**src/rtl/serial_frame_rx.sv**
```systemverilog
// serial_frame_rx: UART-style serial frame receiver.
// It synchronizes the serial line, finds the start bit, and samples BIT data bits
// LSB-first in the middle of each bit. It then checks the stop bit and, when enabled,
// an even-parity bit. Each good word is presented on o_parrel together with a
// one-cycle o_valid pulse.
// Optional feature macro: SERIAL_RX_PARITY_EN.
// - Defined: the frame carries an even-parity bit between the data and the stop bit.
// - Undefined: there is no parity bit, and o_parity_err is tied low.
`timescale 1ns/1ps

module serial_frame_rx #(
    parameter int BIT          = 8,
    parameter int CLKS_PER_BIT = 4
) (
    input  logic           i_clk,
    input  logic           i_rst,
    input  logic           i_serial,
    output logic [BIT-1:0] o_parrel,
    output logic           o_valid,
    output logic           o_frame_err,
    output logic           o_parity_err,
    output logic           o_busy
);

    localparam int HALF = CLKS_PER_BIT / 2;
    localparam int CW   = $clog2(CLKS_PER_BIT) + 1;
    localparam int IW   = $clog2(BIT) + 1;

    localparam logic [CW-1:0] CNT_HALF_LAST = CW'(HALF - 1);
    localparam logic [CW-1:0] CNT_BIT_LAST  = CW'(CLKS_PER_BIT - 1);
    localparam logic [IW-1:0] IDX_LAST      = IW'(BIT - 1);

    localparam logic [2:0] IDLE      = 3'd0;
    localparam logic [2:0] START     = 3'd1;
    localparam logic [2:0] DATA      = 3'd2;
    localparam logic [2:0] STOP      = 3'd4;
    localparam logic [2:0] WAIT_HIGH = 3'd5;
`ifdef SERIAL_RX_PARITY_EN
    localparam logic [2:0] PARITY    = 3'd3;
`endif

    logic [1:0]     sync_q;
    logic           rx;
    logic [2:0]     state_q, state_d;
    logic [CW-1:0]  cnt_q, cnt_d;
    logic [IW-1:0]  idx_q, idx_d;
    logic [BIT-1:0] sr_q, sr_d;
    logic [BIT-1:0] parrel_q, parrel_d;
    logic           valid_q, valid_d;
    logic           frame_err_q, frame_err_d;
`ifdef SERIAL_RX_PARITY_EN
    logic           parity_bad_q, parity_bad_d;
    logic           parity_err_q, parity_err_d;
`endif

    assign rx = sync_q[1];

    // Two-flop synchronizer. Both flops reset to the idle (high) level so that
    // leaving reset cannot look like a start bit.
    always_ff @(posedge i_clk) begin
        if (i_rst) begin
            sync_q <= 2'b11;
        end else begin
            sync_q <= {sync_q[0], i_serial};
        end
    end

    // Frame FSM: bit-period timing, data shifting, and the stop/parity decision.
    always_comb begin
        state_d     = state_q;
        cnt_d       = cnt_q;
        idx_d       = idx_q;
        sr_d        = sr_q;
        parrel_d    = parrel_q;
        valid_d     = 1'b0;
        frame_err_d = 1'b0;
`ifdef SERIAL_RX_PARITY_EN
        parity_bad_d = parity_bad_q;
        parity_err_d = 1'b0;
`endif
        case (state_q)
            IDLE: begin
                cnt_d = '0;
                if (!rx) begin
                    state_d = START;
                end
            end
            START: begin
                if (cnt_q == CNT_HALF_LAST) begin
                    cnt_d = '0;
                    if (rx) begin
                        // The line went back high before mid-start-bit: treat it as a glitch.
                        state_d = IDLE;
                    end else begin
                        state_d = DATA;
                        idx_d   = '0;
                    end
                end else begin
                    cnt_d = cnt_q + CW'(1);
                end
            end
            DATA: begin
                if (cnt_q == CNT_BIT_LAST) begin
                    cnt_d = '0;
                    sr_d  = {rx, sr_q[BIT-1:1]};
                    idx_d = idx_q + IW'(1);
                    if (idx_q == IDX_LAST) begin
`ifdef SERIAL_RX_PARITY_EN
                        state_d = PARITY;
`else
                        state_d = STOP;
`endif
                    end
                end else begin
                    cnt_d = cnt_q + CW'(1);
                end
            end
`ifdef SERIAL_RX_PARITY_EN
            PARITY: begin
                if (cnt_q == CNT_BIT_LAST) begin
                    cnt_d        = '0;
                    parity_bad_d = rx ^ (^sr_q);
                    state_d      = STOP;
                end else begin
                    cnt_d = cnt_q + CW'(1);
                end
            end
`endif
            STOP: begin
                if (cnt_q == CNT_BIT_LAST) begin
                    cnt_d = '0;
                    if (!rx) begin
                        // A framing error takes priority over a parity error.
                        frame_err_d = 1'b1;
                        state_d     = WAIT_HIGH;
`ifdef SERIAL_RX_PARITY_EN
                    end else if (parity_bad_q) begin
                        parity_err_d = 1'b1;
                        state_d      = IDLE;
`endif
                    end else begin
                        // Returning to IDLE in the middle of the stop bit lets a
                        // back-to-back start bit be caught.
                        parrel_d = sr_q;
                        valid_d  = 1'b1;
                        state_d  = IDLE;
                    end
                end else begin
                    cnt_d = cnt_q + CW'(1);
                end
            end
            WAIT_HIGH: begin
                // A stuck-low line must not retrigger a frame.
                if (rx) begin
                    state_d = IDLE;
                end
            end
            default: begin
                state_d = IDLE;
            end
        endcase
    end

    // FSM and datapath registers. Reset discards any partial frame without a strobe.
    always_ff @(posedge i_clk) begin
        if (i_rst) begin
            state_q     <= IDLE;
            cnt_q       <= '0;
            idx_q       <= '0;
            sr_q        <= '0;
            parrel_q    <= '0;
            valid_q     <= 1'b0;
            frame_err_q <= 1'b0;
`ifdef SERIAL_RX_PARITY_EN
            parity_bad_q <= 1'b0;
            parity_err_q <= 1'b0;
`endif
        end else begin
            state_q     <= state_d;
            cnt_q       <= cnt_d;
            idx_q       <= idx_d;
            sr_q        <= sr_d;
            parrel_q    <= parrel_d;
            valid_q     <= valid_d;
            frame_err_q <= frame_err_d;
`ifdef SERIAL_RX_PARITY_EN
            parity_bad_q <= parity_bad_d;
            parity_err_q <= parity_err_d;
`endif
        end
    end

    assign o_parrel    = parrel_q;
    assign o_valid     = valid_q;
    assign o_frame_err = frame_err_q;
    assign o_busy      = (state_q != IDLE);
`ifdef SERIAL_RX_PARITY_EN
    assign o_parity_err = parity_err_q;
`else
    assign o_parity_err = 1'b0;
`endif

endmodule
```
**config.mk**
```make
export PLATFORM = sky130hd
export DESIGN_NAME = serial_frame_rx
export DESIGN_NICKNAME = d
export VERILOG_FILES = /design/src/rtl/serial_frame_rx.sv
export SDC_FILE = /design/constraint.sdc
export NUM_CORES = 1
export LEC_CHECK = 0
export ABC_CLOCK_PERIOD_IN_PS = 1600
export CAP_MARGIN = 25
export CORE_ASPECT_RATIO = 1.2
export CORE_MARGIN = 2
export CORE_UTILIZATION = 48
export DETAILED_ROUTE_END_ITERATION = 10
export PLACE_DENSITY = 0.73
export SKIP_LAST_GASP = 1
export SLEW_MARGIN = 20
export SYNTH_ARGS = -nofsm -noshare
export SYNTH_HDL_FRONTEND = slang
export SYNTH_SLANG_ARGS = --single-unit
```
**constraint.sdc**
```tcl
create_clock -name i_clk -period 1.6 [get_ports i_clk]
set_input_delay 0.4 -clock i_clk [delete_from_list [all_inputs] [get_ports i_clk]]
set_output_delay 0.4 -clock i_clk [all_outputs]
set_load 0.01 [all_outputs]
```
==> summary.md, run 1 <==
The flow ran to the end, but the final reports show violations. The final reports fail on negative setup slack. The number of warnings issued by yosys came out at 0.

The run gives -0.001 ns as the setup slack of the worst register-to-register path. Setup repair after global routing could not meet its margin everywhere. In this run the deepest clock path goes through 2 buffers. The mapped netlist covers 1310 µm². For this run, the top clock speed supported by timing is 624 MHz. The total die area came out at 3160 µm². Post-synthesis net count: 157. The residual overflow from global routing was 0. TritonCTS built the clock tree.

Sequential elements use 45.9% of the synthesized area. The number of max-cap violations was 0. In the final design database the tool counted 196 nets.

The number of DRC markers after the initial detailed-route iteration was 25. The congestion estimate from routability-driven global placement came to 0.898. The total of flip-flops plus latches after synthesis is 30. At the placement stage, the worst setup path has a slack of -0.0672 ns. The run gives 0 as the number of endpoints with negative hold slack in the final report. Once layout is complete, the utilization of the core stands at 71.9%. For the final setup skew, the log shows 0.00795 ns. In this run the worst setup path terminates at idx_q[2].

The critical path starts at state_q[0]. The count of buffering cells on the critical path with inverters included was 1. Wire length of the first global-routing pass: 4970 µm. The number of buffers inserted during clock tree synthesis was 5. Traced cell by cell, the critical path runs through buf_6 -> or3b_4 -> or4b_4 -> a21oi_2. The path class of the tightest hold or removal check is flop to flop. In the global route stage, overall resource usage came out at 21.6%.

After synthesis, the share of flip-flops with an asynchronous set or reset is 0%. The worst setup path is launched from a flop. Once the floorplan was initialized, standard cells occupied 51.3% of the core. The tools report the endpoint of the worst register-to-register path as idx_q[2]. Once detail routing completed, the nets flagged for antenna violations numbered 0. After routing the design area is 1830 µm². Clock tree synthesis selected as its root buffer the cell sky130_fd_sc_hd__clkbuf_4.

After synthesis, the mean cell area works out to 8.78 µm². Data on the critical path arrives at its endpoint at 1.86 ns. The count of final max-slew check failures came out at 0. Measured along the y axis, the die boundary spans 61.2 µm. Among all flip-flop cells after synthesis, the most frequent one is sky130_fd_sc_hd__dfxtp_1. The final setup slack of the worst path is -0.00133 ns, and the total stage count of the critical path is 4. Relative to the synthesized area, the layout overhead comes to 40.2%. The clock-pin slew on the worst setup and hold paths is 0.09 ns.

The final hold slack came out at 0.425 ns. The floorplan step set the die width to 51.7 µm. In the routed layout, each cell is associated on average with a via count of 5.44.

For this design the top-level I/O count stands at 15. After detailed placement, the total cell area comes to 1640 µm². The DRC violation count after routing was 0; the number of unique standard cell types used by synthesis was 35.

Row generation in the floorplan step produced 20 rows. The number of antenna diodes in the final layout is 0. The final setup violation count is 1, and the number of input and output port buffers inserted is 13. In this run, post-CTS hold repair placed 0 buffers. The count of flip-flops with a built-in enable after synthesis is 0. The startpoint identified for the worst register-to-register timing path is state_q[0]. The insertion delay to the later sink of the worst-skew pair is 0.33 ns. For this design, the slowest cell found on the critical path is sky130_fd_sc_hd__or4b_4.

The worst register-to-register path has a depth of 4. For the number of global-route vias before repair, the log shows 1180. The tools report the core region area as 2550 µm². The clock tree synthesis step divided the H-tree into 2 levels. In this design, the largest share of critical-path delay is due to simple AND/OR/NAND/NOR gates.

In this run the power density over the cells is 793 nW/µm². The worst setup path is of the flop to flop kind. The first TritonRoute pass finished after 4 iterations.

STA classifies the critical path endpoint as a flop. The worst path uses 100% of the clock period. In this run the worst path has a maximum fanout of 5. The logs give 209 for the cell count after placement and 1203 for the total via count in the routed design. At the worst endpoint, the required time is 1.86 ns.

The half-perimeter wire length after placement is 2020 µm, and the clock period minus final worst setup slack is 1.60 ns. In the final layout, the share of cells above drive strength 1 is 30.9%. In this run the static leakage power is 0.000861 µW. The cell count after synthesis came out at 149. The tools report the largest net degree at the start of global routing as 23. The initial antenna violation count was 0; the number of non-filler instances in the completed layout was 221. Clock tree synthesis found a total of 30 sinks. The run gives 3020 µm as the total wire length. After detailed routing, the average wire length per cell comes to 13.6 µm.

The delay of the slowest cell on the worst path came out at 0.52 ns. VDD sags by at most 0.707 mV.
==> worst reg2reg max path, stage by stage (launching register included) <==
cell	delay [ns]
sky130_fd_sc_hd__dfxtp_4	0.37
sky130_fd_sc_hd__buf_6	0.12
sky130_fd_sc_hd__or3b_4	0.39
sky130_fd_sc_hd__or4b_4	0.52
sky130_fd_sc_hd__a21oi_2	0.13
==> layout make-up <==
| cell class | count | area [µm²] |
|---|---|---|
| multi-input cells | 107 | 722 |
| fillers | 209 | 718 |
| flip-flops and latches | 30 | 617 |
| repair buffers | 41 | 362 |
| clock buffers | 6 | 51.3 |
| well taps | 33 | 41.3 |
| clock inverters | 1 | 30.0 |
| inverters | 3 | 11.3 |
==> report_power, final <==
part           total [µW]  switching [µW]  internal, µW  leakage [µW]
logic                84.4            38.6          45.8      0.000571
clock network         615             252           364     0.0000443
registers             755            8.03           747      0.000246
==> repair_timing <==
item	4_1_cts	5_1_grt
setup endpoints to repair	12	22
gates resized for setup	25	17
setup buffers	5	0
pin swaps	5	3
==> per-layer routing <==
metal  wire (µm)  global-route usage (%)
met1        1200                    22.6
met2        1590                    39.0
met3         135                    5.83
met4          92                    12.8
met5           0                       0
==> metrics by stage <==
stage          power (µW)  setup TNS (ns)
3_5_place_dp          848          -0.103
4_1_cts              1470         -0.0473
2_1_floorplan         815               0
6_report             1460        -0.00133
3_3_place_gp          845         -0.0195
5_1_grt              1510          -0.415
==> kinds of logic after synthesis <==
family / Yosys count / share of synthesized area, %
XOR/XNOR: 1 / 0.669
flip-flops: 30 / 45.9
multiplexers: 9 / 6.88
other: 1 / 0.287
AO/OA/AOI/OAI: 26 / 11.7
adder cells (fa/ha/maj): 5 / 4.78
buffers and inverters: 12 / 4.49
AND/OR/NAND/NOR: 65 / 25.3
==> how the worst min path moves through the flow <==
stage	start	end	cells past startpoint
2_1_floorplan	sync_q[0]	sync_q[1]	1
3_3_place_gp	sync_q[0]	sync_q[1]	1
3_5_place_dp	sync_q[0]	sync_q[1]	1
4_1_cts	sync_q[0]	sync_q[1]	1
5_1_grt	sync_q[0]	sync_q[1]	1
6_report	sync_q[0]	sync_q[1]	1
==> state kept, by name, summed over array words and instances, names as in the netlist <==
register     flops
cnt_q            3
o_parrel         8
idx_q            4
sr_q             8
state_q          3
sync_q           2
o_frame_err      1
o_valid          1
==> cells in the mapped netlist (all sizes together) (3+ instances only) <==
| library cell | instances | area share [%] |
|---|---|---|
| a21oi | 14 | 5.4 |
| a22oi | 3 | 1.7 |
| buf | 4 | 2.2 |
| clkbuf | 5 | 1.4 |
| dfxtp | 30 | 46 |
| ha | 5 | 4.8 |
| inv | 3 | 0.86 |
| mux2i | 9 | 6.9 |
| nand2 | 19 | 5.4 |
| nor2 | 20 | 5.7 |
| nor2b | 5 | 2.4 |
| o21ai | 5 | 1.9 |
| or3 | 3 | 1.4 |
==> cell usage in the layout (no fill, tap or decap), types with 3 or more instances in the layout <==
| cell | n |
|---|---|
| sky130_fd_sc_hd__a21oi_1 | 11 |
| sky130_fd_sc_hd__a21oi_2 | 3 |
| sky130_fd_sc_hd__buf_4 | 22 |
| sky130_fd_sc_hd__buf_6 | 5 |
| sky130_fd_sc_hd__clkbuf_4 | 5 |
| sky130_fd_sc_hd__dfxtp_1 | 25 |
| sky130_fd_sc_hd__dfxtp_4 | 4 |
| sky130_fd_sc_hd__dlygate4sd2_1 | 8 |
| sky130_fd_sc_hd__ha_1 | 4 |
| sky130_fd_sc_hd__mux2i_1 | 9 |
| sky130_fd_sc_hd__nand2_1 | 19 |
| sky130_fd_sc_hd__nor2_1 | 20 |
| sky130_fd_sc_hd__nor2b_1 | 4 |
| sky130_fd_sc_hd__o21ai_0 | 4 |
| sky130_fd_sc_hd__or3_1 | 3 |
No activity file was read; power rests on OpenSTA's default activity.
==> run 2, diff against run 1 <==
--- a/config.mk
+++ b/config.mk
@@ -12,6 +12,7 @@
 export CORE_UTILIZATION = 48
 export DETAILED_ROUTE_END_ITERATION = 10
 export PLACE_DENSITY = 0.73
+export SKIP_CTS_REPAIR_TIMING = 1
 export SKIP_LAST_GASP = 1
 export SLEW_MARGIN = 20
 export SYNTH_ARGS = -nofsm -noshare
==> run 2 against run 1 <==
The flow still finishes with violations (negative setup slack). Setup slack got worse by 0.040 ns. Design area increased by 1.4%. Critical path depth grew 2. Highest routed layer unchanged. Count of clock-buffer cells in the layout unchanged. Power fell by 0.48%.
==> summary.md, run 2 (synthesis gave the netlist of run 1 again) <==
The flow ran to the end, but the final reports show violations. The checks that failed: negative setup slack. The count of antenna-violating nets left after detailed routing was 0 (unchanged).

The path with the worst hold slack has its endpoint at sync_q[1]. For the total wire length, the log shows 2980 µm (-1.2%). The filler cell count was 200 (-4.3%). The final setup violation count is 3 (+2), and the starting density of the core is 51.3% (unchanged).

For the utilization after layout, the log shows 72.8% (+0.98 points). The cell depth of the worst hold path is 1 (unchanged). The run gives 4600 µm (-7.4%) as the wire length of the first global-routing pass. The number of max-cap violations is 0 (unchanged), and the boundary pin count is 15 (unchanged). The leakage power summed over all cells was 0.000967 µW (+12%); the count of final max-slew check failures was 0 (unchanged).

The mean number of vias per cell is 5.34 (-1.9%), and the number of global-route vias before repair is 1108 (-6.1%). The maximum clock frequency is 609 MHz (-2.4%). Antenna diode count: 0 (unchanged). The share of final-layout standard cells stronger than drive strength 1 came out at 30.7% (-0.16 points). The critical path is of the flop to flop type. The tools report the total die area as 3160 µm² (unchanged). The worst register-to-register path begins at cnt_q[0]. STA classifies the critical path endpoint as a flop. The final setup skew was 0.00364 ns (-0.00431 ns). The area of the multi-input gates was 709 µm² (-1.7%). Leaving out fill and tap cells, the most frequent cell in the layout is sky130_fd_sc_hd__dfxtp_1. The cell depth of the worst flop-to-flop path was 6 (+2); the number of input and output port buffers inserted was 13 (unchanged). The tools report the endpoint of the worst register-to-register path as state_q[2].

The clock-pin slew on the worst setup and hold paths is 0.09 ns (about the same). The run gives 22 (-12%) as the number of DRC markers after the initial detailed-route iteration. The placer congestion estimate came out at 0.898 (unchanged). The worst hold path begins at sync_q[0]. The library cells used most frequently in the layout, excluding fill and tap cells, are sky130_fd_sc_hd__dfxtp_1 (25), sky130_fd_sc_hd__buf_4 (23), sky130_fd_sc_hd__nor2_1 (20).

The run gives 23 (unchanged) as the largest net degree at the start of global routing. The average routed wire per standard cell is 13.4 µm (-1.7%), and the number of nets in the layout is 197 (+0.51%). The final setup slack of the worst path was -0.0413 ns (-0.0400 ns); the residual overflow from global routing was 0 (unchanged).

The DRC violation count after routing is 0 (unchanged), and the insertion delay to the later sink of the worst-skew pair is 0.32 ns (about the same). The site row count is 20 (unchanged). Total iterations of the first detailed-routing run: 5 (+1). The logs give 2 (unchanged) for the largest buffer count on any clock path and 5 (unchanged) for the number of buffers inserted during clock tree synthesis.

The total chip power was 1450 µW (-0.48%); the critical path data required time was 1.84 ns (-0.02 ns). The synthesis-to-layout area growth is 42.1%, and the largest voltage drop on the vdd net is 0.723 mV (+2.2%). The power density normalized to cell area was 779 nW/µm² (-1.8%). Highest net fanout along the worst path: 6 (+1). The overall global routing resource usage was 19.9% (-1.7 points). The run gives 1.88 ns (+0.02 ns) as the arrival time of the worst setup path.

Setup repair after global routing could not meet its margin everywhere. The total via count in the routed design was 1186 (-1.4%). STA classifies the critical path startpoint as a flop. The logs give 30 (unchanged) for the clock sink count and 2 (unchanged) for the total number of H-tree levels. TritonCTS built the clock tree. Setup slack of the worst register-to-register path: -0.04 ns (-0.04 ns). The area used by sequential logic in the layout was 617 µm² (unchanged); the die width was 51.7 µm (unchanged). The class of the most critical hold timing path was flop to flop. The run gives 0 (unchanged) as the number of endpoints with negative hold slack in the final report. The clock period minus final worst setup slack was 1.64 ns (+0.0400 ns); the portion of the clock cycle consumed by the worst path in the final layout was 103% (+2.5 points). The cell sitting at the root of the clock tree is a sky130_fd_sc_hd__clkbuf_4.

The height of the die was 61.2 µm (unchanged); the initial antenna violation count was 0 (unchanged). The run gives 2020 µm (unchanged) as the half-perimeter wire length after placement. The core region area came out at 2550 µm² (unchanged).
[run 2: final cells by class]
| type | count | share of cell area [%] |
|---|---|---|
| Sequential cell | 30 | 33.2 |
| Inverter | 3 | 0.606 |
| Tap cell | 33 | 2.22 |
| Multi-Input combinational cell | 107 | 38.2 |
| Clock buffer | 6 | 2.76 |
| Clock inverter | 1 | 1.62 |
| Timing Repair Buffer | 42 | 21.5 |
[run 2: layer usage]
metal	global-route usage [%]	up-vias	part of all wire (%)
met5	0	-	0
met2	36.3	27	53
met3	5.83	6	3.8
li1	-	592	-
met1	21.1	561	42
met4	9.77	0	1.6
[run 2: how the worst max path moves through the flow]
stage	from	endpoint	slack, ns	depth (start not counted)
final	cnt_q[0]	state_q[2]	-0.04	6
after CTS	state_q[2]	o_busy	-0.37	2
after detailed placement	cnt_q[0]	idx_q[2]	-0.07	5
after global routing	cnt_q[0]	state_q[2]	-0.12	6
after global placement	state_q[2]	idx_q[2]	-0.02	5
after floorplan	state_q[0]	idx_q[2]	0.03	5
[run 2: critical path, cell delays in order, from the launching register on]
cell and delay [ns]:
sky130_fd_sc_hd__dfxtp_4 0.38, sky130_fd_sc_hd__ha_1 0.16, sky130_fd_sc_hd__nor2b_1 0.20, sky130_fd_sc_hd__o32ai_1 0.13, sky130_fd_sc_hd__buf_4 0.17, sky130_fd_sc_hd__or3_1 0.37
sky130_fd_sc_hd__a21oi_1 0.16
[run 2: power by group]
| part | internal (µW) | switching, µW | total (µW) |
|---|---|---|---|
| clock network | 363 | 248 | 611 |
| logic | 43.7 | 37.6 | 81.4 |
| registers | 747 | 8.33 | 756 |
| total | 1150 | 294 | 1450 |
[run 2: stage by stage]
stage / setup slack [ns] / setup TNS, ns / hold WS, ns / cell area, µm² / std cells
floorplan: 0.0262 / 0 / 0.389 / 1330 / 149
global placement: -0.0195 / -0.0195 / 0.402 / 1640 / 209
detailed placement: -0.0672 / -0.103 / 0.405 / 1640 / 209
CTS: -0.372 / -0.750 / 0.431 / 1720 / 216
global route: -0.124 / -0.539 / 0.461 / 1860 / 222
finish: -0.0413 / -0.0913 / 0.424 / 1860 / 222
